===== config.mk =====
export PLATFORM = sky130hd
export DESIGN_NAME = flow_ctrl
export DESIGN_NICKNAME = d
export VERILOG_FILES = /design/src/rtl/flow_ctrl.sv
export SDC_FILE = /design/constraint.sdc
export NUM_CORES = 1
export LEC_CHECK = 0
export BUFFER_PORTS_ARGS = -buffer_cell sky130_fd_sc_hd__buf_2
export CAP_MARGIN = 20
export CORE_ASPECT_RATIO = 2
export CORE_UTILIZATION = 40
export DETAILED_ROUTE_END_ITERATION = 12
export PLACE_DENSITY = 0.81
export SLEW_MARGIN = 20
export SYNTH_ARGS = -nofsm -noshare
export SYNTH_HDL_FRONTEND = slang
export SYNTH_SLANG_ARGS = --single-unit

===== constraint.sdc =====
create_clock -name clk -period 2.08 [get_ports clk]
set_clock_uncertainty 0.15 [all_clocks]
set_input_delay 0.104 -clock clk [delete_from_list [all_inputs] [get_ports clk]]
set_output_delay 0.104 -clock clk [all_outputs]
set_load 0.005 [all_outputs]

===== src/rtl/flow_ctrl.sv =====
// flow_ctrl: front-end pipeline sequencer; sole owner of pc_reg, IF/ID and ID/EX flow commands.
// Ports: clk, rst_n, jtag/div/jump/load-use/irq requests in; flow cmds, next PC, irq_ack, epc, halted out.
module flow_ctrl #(
  parameter int CPU_WIDTH    = 32,
  parameter int FLOW_WIDTH   = 2,
  parameter int DRAIN_CYCLES = 3
) (
  input  logic                  clk,
  input  logic                  rst_n,
  input  logic                  jtag_reset_flag_i,
  input  logic                  jtag_halt_req_i,
  input  logic                  div_busy_i,
  input  logic                  jump_req_i,
  input  logic [CPU_WIDTH-1:0]  jump_addr_i,
  input  logic                  load_use_i,
  input  logic                  irq_req_i,
  input  logic                  irq_en_i,
  input  logic [CPU_WIDTH-1:0]  irq_vec_i,
  input  logic [CPU_WIDTH-1:0]  ex_pc_i,
  output logic [FLOW_WIDTH-1:0] flow_pc_o,
  output logic                  next_pc_four_o,
  output logic [CPU_WIDTH-1:0]  next_pc_o,
  output logic [FLOW_WIDTH-1:0] flow_if_id_o,
  output logic [FLOW_WIDTH-1:0] flow_id_ex_o,
  output logic                  irq_ack_o,
  output logic [CPU_WIDTH-1:0]  epc_o,
  output logic                  halted_o
);

  localparam logic [FLOW_WIDTH-1:0] F_WORK = FLOW_WIDTH'(0);
  localparam logic [FLOW_WIDTH-1:0] F_STOP = FLOW_WIDTH'(1);
  localparam logic [FLOW_WIDTH-1:0] F_RFSH = FLOW_WIDTH'(2);

  typedef enum logic [1:0] {
    RUN    = 2'd0,
    DRAIN  = 2'd1,
    HALTED = 2'd2
  } state_t;

  state_t     state, state_nxt;
  logic [3:0] cnt, cnt_nxt;
  logic       epc_ld;

  always_ff @(posedge clk) begin
    if (!rst_n) begin
      state <= RUN;
      cnt   <= 4'd0;
      epc_o <= '0;
    end else begin
      state <= state_nxt;
      cnt   <= cnt_nxt;
      if (epc_ld) epc_o <= ex_pc_i;
    end
  end

  always_comb begin
    flow_pc_o      = F_WORK;
    flow_if_id_o   = F_WORK;
    flow_id_ex_o   = F_WORK;
    next_pc_four_o = 1'b1;
    next_pc_o      = jump_addr_i;
    irq_ack_o      = 1'b0;
    halted_o       = 1'b0;
    state_nxt      = state;
    cnt_nxt        = cnt;
    epc_ld         = 1'b0;
    if (!rst_n) begin
      flow_pc_o    = F_STOP;
      flow_if_id_o = F_RFSH;
      flow_id_ex_o = F_RFSH;
      next_pc_o    = '0;
    end else if (jtag_reset_flag_i) begin
      // pc_reg clears itself on debug reset, so hold it rather than redirect
      flow_pc_o    = F_STOP;
      flow_if_id_o = F_RFSH;
      flow_id_ex_o = F_RFSH;
      state_nxt    = RUN;
      cnt_nxt      = 4'd0;
    end else begin
      unique case (state)
        RUN: begin
          if (div_busy_i) begin
            flow_pc_o    = F_STOP;
            flow_if_id_o = F_STOP;
            flow_id_ex_o = F_STOP;
          end else if (jump_req_i) begin
            next_pc_four_o = 1'b0;
            flow_if_id_o   = F_RFSH;
            flow_id_ex_o   = F_RFSH;
          end else if (irq_req_i && irq_en_i) begin
            next_pc_four_o = 1'b0;
            next_pc_o      = irq_vec_i;
            flow_if_id_o   = F_RFSH;
            flow_id_ex_o   = F_RFSH;
            irq_ack_o      = 1'b1;
            epc_ld         = 1'b1;
          end else if (load_use_i) begin
            flow_pc_o    = F_STOP;
            flow_if_id_o = F_STOP;
            flow_id_ex_o = F_RFSH;
          end
          // the current cycle's decode still completes before draining
          if (jtag_halt_req_i) begin
            state_nxt = DRAIN;
            cnt_nxt   = 4'(DRAIN_CYCLES);
          end
        end
        DRAIN: begin
          flow_pc_o    = F_STOP;
          flow_if_id_o = F_RFSH;
          if (div_busy_i) begin
            flow_id_ex_o = F_STOP;
          end else begin
            if (jump_req_i) begin
              flow_pc_o      = F_WORK;
              next_pc_four_o = 1'b0;
              flow_id_ex_o   = F_RFSH;
            end
            // cnt==0 cannot occur here; treated as expired for safety
            if (cnt <= 4'd1) begin
              state_nxt = HALTED;
              cnt_nxt   = 4'd0;
            end else begin
              cnt_nxt = cnt - 4'd1;
            end
          end
        end
        HALTED: begin
          flow_pc_o    = F_STOP;
          flow_if_id_o = F_RFSH;
          flow_id_ex_o = F_RFSH;
          halted_o     = 1'b1;
          if (!jtag_halt_req_i) state_nxt = RUN;
        end
        default: begin
          state_nxt = RUN;
          cnt_nxt   = 4'd0;
        end
      endcase
    end
  end

endmodule


==> impl_metrics.py, run 1 <==
metrics = {
    "outcome": {
        "status": "finished, violations left",
        "violations": "negative setup slack",
    },
    "hold_path": {
        "hold_path.class": "in -> reg",
    },
    "clock_tree": {
        "htreeDepth": 2,
        "cts_buffers": 5,
        "cts.path.max_buffers": 2,
        "clk_latency_ns": 0.30,
        "cts_tree": "done",
        "cts.sinks": 38,
        "cts_root_buf": "clkbuf_8",
        "cts.clk_slew.worst_paths_ns": 0.09,
    },
    "setup_path": {
        "crit_fanout": 5,
        "cp-end-kind": "output port",
        "crit_type": "reg -> out",
        "critPathLaunchType": "flop",
        "required_ns": 1.83,
        "arrival_ns": 1.94,
    },
    "synth": {
        "postSynthAreaPerCell_um2": 7.18,
        "synth.most_common_cell": "nand2_1",
        "ys_seq_area_share_pct": 33.1,
        "synth-edff-count": 0,
        "ys_ff_latch": 38,
        "netlist.area_leader.share_pct": 33.1,
        "ys_top_cells_by_count": "nand2_1, a21boi_1, dfxtp_1, a21boi_0, clkbuf_1",
        "synth_area_leaders": "dfxtp_1, nand2_1, a21boi_1, a21boi_0, ha_1",
        "syn_inst": 320,
        "ys_async_sr_fraction_pct": 0,
        "synthFlopType": "dfxtp_1",
        "synth.distinct_cells": 34,
        "syn_nets": 431,
        "netlist_area_mm2": 0.00230,
        "yosysTopAreaCell": "dfxtp_1",
        "yosys_warnings": 0,
    },
    "power": {
        "p_seq_share_pct": 41.4,
        "clkPwrFrac_pct": 30.0,
        "power_switching_mw": 0.516,
        "finalPower_mw": 1.82,
        "switching_share_pct": 28.4,
        "leakage_nw": 2.16,
        "power_density_mw_per_mm2": 414,
        "ir_worst_vdd_v": 0.000587,
        "p_int_mw": 1.30,
        "p_comb_share_pct": 28.7,
    },
    "detailed_routing": {
        "first_pass_iters": 6,
        "drtAntennaViolNets": 0,
        "drtIter0Drc": 150,
        "wl_per_cell_um": 16.1,
        "drt-total-wl_mm": 10.0,
        "route.detailed.drc": 0,
        "vias_per_cell": 5.21,
        "vias": 3230,
    },
    "grt": {
        "antenna_found_initial": 0,
        "grt_max_degree": 67,
        "grt_pass1_wl_mm": 13.2,
        "grtUsageTotal_pct": 27.8,
        "grt-ovfl-total": 0,
        "first_global_vias": 2943,
    },
    "floorplan": {
        "die_area_mm2": 0.00607,
        "ios": 178,
        "die_width_um": 55.6,
        "rows": 38,
        "die_h_um": 109,
        "core_region_area_mm2": 0.00547,
        "start_util_pct": 42.0,
    },
    "placement": {
        "place_congestion": 0.781,
        "dpl.hpwl_mm": 5.52,
        "numPlacedInstances": 541,
        "dpl_worst_slack_ns": 0.171,
        "port_buffers": 176,
    },
    "sta": {
        "rsz0062_at_grt": "yes",
        "hold_viol": 0,
        "final-setup-viol-count": 21,
        "max_freq_mhz": 456,
        "period_needed_ns": 2.19,
        "fin_crit_sh_pct": 105,
        "relSlewSlack_pct": 65.0,
        "maxSlewViolCount": 0,
        "fin_ws_ns": -0.114,
        "tightest_slew_ns": 0.526,
        "finalSetupTns_ns": -0.599,
    },
    "layout": {
        "fin_nets": 670,
        "final_cells": 620,
        "fin_util_pct": 80.3,
        "n_antenna_cell": 0,
        "drive_gt1_share_pct": 50.9,
        "areaGrowthSynthToFinish_pct": 91.2,
    },
    "job": {
        "max_cap_violations": 0,
    },
}
## critical path, cell delays in order, from the launching register on
cell and delay, ns:
dfxtp_2 0.34, inv_2 0.05, ha_4 0.16, and2b_2 0.20, buf_6 0.13, nand4_4 0.10, buf_8 0.15, buf_6 0.14
nand2_1 0.07, a21boi_1 0.16, buf_2 0.15
## kinds of logic (layout without fill, tap and decap cells)
kind of cell / count (synthesis) / after routing / synth area share (%)
adders and majority gates: 6 / 6 / 3.27
buffers and inverters: 30 / 270 / 7.41
other: 1 / 1 / 0.163
AOI/OAI and AO/OA: 94 / 94 / 29.5
and+or+nand+nor: 151 / 151 / 26.5
DFF: 38 / 38 / 33.1
## worst paths after layout
| kind | endpoint | depth (start not counted) | slack (ns) | startpoint |
|---|---|---|---|---|
| worst min register to register | epc_o[15] | 2 | 0.30 | epc_o[15] |
| worst max register to register | epc_o[18] | 12 | 0.03 | state[1] |
| worst min-delay path | cnt[3] | 3 | 0.03 | jtag_reset_flag_i |
| worst max-delay path | next_pc_o[12] | 10 | -0.11 | state[1] |
## power by group through the flow
stage	clock network [mW]	registers (mW)	logic, mW
2_1_floorplan	0	0.768	0.172
5_1_grt	0.591	0.754	0.558
3_3_place_gp	0	0.768	0.352
4_1_cts	0.553	0.752	0.459
6_report	0.545	0.752	0.521
3_5_place_dp	0	0.769	0.362
## sequential cells by signal (all words and copies together) (netlist names)
| signal | flops |
|---|---|
| epc_o | 32 |
| state | 2 |
| cnt | 4 |
## cell usage in the layout (no fill, tap or decap), types with 4 or more instances in the layout
master / Yosys / routed
a21boi_1: 49 / 36
inv_1: 7 / 5
clkbuf_16: 0 / 7
nand2_1: 133 / 102
a31oi_1: 4 / 4
a21boi_2: 0 / 13
dlygate4sd3_1: 0 / 32
buf_12: 0 / 7
nand2_4: 0 / 8
nor2_1: 4 / 4
a21boi_0: 15 / 15
clkbuf_8: 0 / 6
buf_2: 7 / 176
ha_1: 6 / 4
a21oi_1: 8 / 8
buf_4: 1 / 23
buf_6: 6 / 5
o21ai_0: 7 / 7
dfxtp_1: 38 / 36
nand2_2: 0 / 23
## routing by layer
| metal | global-route usage (%) | vias to the layer above | routed length [µm] | share of wire (%) |
|---|---|---|---|---|
| met4 | 15.2 | 0 | 471 | 4.7 |
| met3 | 4.98 | 39 | 530 | 5.3 |
| li1 | - | 1539 | - | - |
| met5 | 0 | - | 0 | 0 |
| met2 | 56.7 | 161 | 5710 | 57 |
| met1 | 24.7 | 1491 | 3290 | 33 |
## what timing repair did
action	in CTS	in global routing
hold endpoints to repair	32	0
cloned	7	7
hold buffers	32	0
buffers inserted	13	16
gates resized for setup	17	60
pin swaps	4	48
setup endpoints to repair	33	34
## stage by stage
stage                     hold slack, ns  instance area [µm²]
after floorplan                   0.0888                 2300
after global placement             0.192                 3220
after detailed placement           0.200                 3220
after CTS                        0.00473                 4020
after global routing              0.0326                 4390
final                             0.0291                 4390
## final cells by class
type	count	area (µm²)
Timing Repair Buffer	255	1870
Multi-Input combinational cell	252	1560
Inverter	7	26.3
Fill cell	344	1070
Sequential cell	38	763
Clock buffer	6	82.6
Clock inverter	2	12.5
Tap cell	60	75.1
Note: power is estimated with default switching activity, not from simulation.
==> run 2: changes to the inputs <==
--- a/config.mk
+++ b/config.mk
@@ -10,7 +10,7 @@
 export CORE_ASPECT_RATIO = 2
 export CORE_UTILIZATION = 40
 export DETAILED_ROUTE_END_ITERATION = 12
-export PLACE_DENSITY = 0.81
+export PLACE_DENSITY_LB_ADDON = 0.25
 export SLEW_MARGIN = 20
 export SYNTH_ARGS = -nofsm -noshare
 export SYNTH_HDL_FRONTEND = slang
==> impl_metrics.py, run 2 (synthesis gave the netlist of run 1 again) <==
metrics = {
    "outcome": {
        "status": "finished, violations left",
        "violations": "negative setup slack",
    },
    "sta": {
        "maxSlewViolCount": 0,
        "hold_ws_ns": 0.0307,
        "hold_viol": 0,
        "fin_crit_sh_pct": 103,
        "final-setup-viol-count": 18,
        "finalSetupTns_ns": -0.398,
        "rsz0062_at_grt": "yes",
        "max_freq_mhz": 467,
        "tightest_slew_ns": 0.521,
        "relSlewSlack_pct": 65.3,
        "fin_ws_ns": -0.0608,
        "period_needed_ns": 2.14,
    },
    "layout": {
        "final_cells": 615,
        "reg.largest.list": "epc_o (32), cnt (4), state (2)",
        "areaGrowthSynthToFinish_pct": 85.9,
        "final_area_mm2": 0.00427,
        "final_common_cell": "buf_2",
        "drive_gt1_share_pct": 48.8,
        "final-seq-area_um2": 763,
        "fin_nets": 665,
        "largest_reg_flops": 32,
        "multi_input_area_mm2": 0.00155,
        "n_antenna_cell": 0,
        "fillerInstances": 386,
        "fin_util_pct": 78.1,
        "regMostFlops": "epc_o",
        "mostFrequentLayoutCells": "buf_2, nand2_1, a21boi_1",
    },
    "setup_path": {
        "required_ns": 1.83,
        "crit_path_max_incr_delay_ns": 0.34,
        "crit_type": "reg -> out",
        "path_cells": "inv_2, ha_4, and2b_2, buf_6, nand4_4, clkbuf_16, nand2_1, a21boi_1, buf_2",
        "cp-endpoint": "next_pc_o[13]",
        "crit_path_start": "state[0]",
        "r2r_start": "state[0]",
        "cp-end-kind": "output port",
        "r2r_end": "epc_o[30]",
        "rr_worst_depth": 11,
        "cp_top_family": "buffers and inverters",
        "crit_fanout": 5,
        "path_buf_inv": 4,
        "arrival_ns": 1.89,
        "critPathSlowestCell": "dfxtp_2",
        "critPathLaunchType": "flop",
        "cp.depth": 9,
        "rrSetupSlack_ns": 0.03,
    },
    "job": {
        "max_cap_violations": 0,
    },
    "placement": {
        "dpl_worst_slack_ns": 0.125,
        "port_buffers": 176,
        "numPlacedInstances": 542,
        "place_congestion": 0.807,
        "dpl-instance-area_mm2": 0.00322,
        "dpl.hpwl_mm": 5.50,
    },
    "detailed_routing": {
        "drtIter0Drc": 163,
        "vias": 3231,
        "first_pass_iters": 5,
        "vias_per_cell": 5.25,
        "wl_per_cell_um": 15.8,
        "drtAntennaViolNets": 0,
        "drt-total-wl_mm": 9.72,
        "route.detailed.drc": 0,
    },
    "clock_tree": {
        "htreeDepth": 2,
        "cts_tree": "done",
        "clk_latency_ns": 0.29,
        "cts.sinks": 38,
        "cts_buffers": 5,
        "cts_root_buf": "clkbuf_8",
        "cts.path.max_buffers": 2,
        "cts.clk_slew.worst_paths_ns": 0.08,
    },
    "floorplan": {
        "die_width_um": 55.6,
        "die_area_mm2": 0.00607,
        "die_h_um": 109,
        "core_region_area_mm2": 0.00547,
        "rows": 38,
        "ios": 178,
        "start_util_pct": 42.0,
    },
    "grt": {
        "antenna_found_initial": 0,
        "grt_pass1_wl_mm": 13.1,
        "grtUsageTotal_pct": 27.4,
        "grt_max_degree": 67,
        "grt-ovfl-total": 0,
        "first_global_vias": 2795,
    },
    "power": {
        "leakage_nw": 2.13,
        "power_density_mw_per_mm2": 412,
        "finalPower_mw": 1.76,
        "ir_worst_vdd_v": 0.000600,
    },
    "hold_path": {
        "hold_path.class": "in -> reg",
    },
}
## run 2: report_power, final
part	switching, mW	internal, mW
Clock	0.257	0.236
Combinational	0.227	0.286
Sequential	0.0103	0.742
Total	0.495	1.26
## run 2: tightest hold or removal path, delay by kind of cell
family	cells	cell delay, ns
and+or+nand+nor	1	0.16
AOI/OAI and AO/OA	1	0.06
buffers and inverters	1	0.10
## run 2: what timing repair did
item / CTS / global route
gates resized for setup: 17 / 51
endpoints found under the hold margin: 32 / 0
hold buffers: 32 / 0
setup buffers: 13 / 8
pin swaps: 7 / 32
endpoints found under the setup margin: 33 / 34
gates cloned: 7 / 6
## run 2: worst min path at each step
stage	start	endpoint	slack [ns]	depth (start not counted)
2_1_floorplan	ex_pc_i[10]	epc_o[10]	0.09	2
3_3_place_gp	ex_pc_i[4]	epc_o[4]	0.20	3
3_5_place_dp	ex_pc_i[7]	epc_o[7]	0.20	3
4_1_cts	jtag_reset_flag_i	cnt[3]	0.02	3
5_1_grt	jtag_reset_flag_i	cnt[3]	0.04	3
6_report	jtag_reset_flag_i	cnt[3]	0.03	3
## run 2: final cells by class
class | instances | share of cell area [%]
Tap cell | 60 | 1.76
Sequential cell | 38 | 17.9
Clock inverter | 2 | 0.322
Clock buffer | 6 | 1.70
Inverter | 7 | 0.615
Timing Repair Buffer | 249 | 41.4
Multi-Input combinational cell | 253 | 36.3
## run 2: per-layer routing
layer,global-route usage [%],routed length [µm],vias up
met2,53.8,5300,178
met5,0,0,-
met3,4.74,647,49
met4,12.9,481,0
li1,-,-,1533
met1,27.2,3290,1471
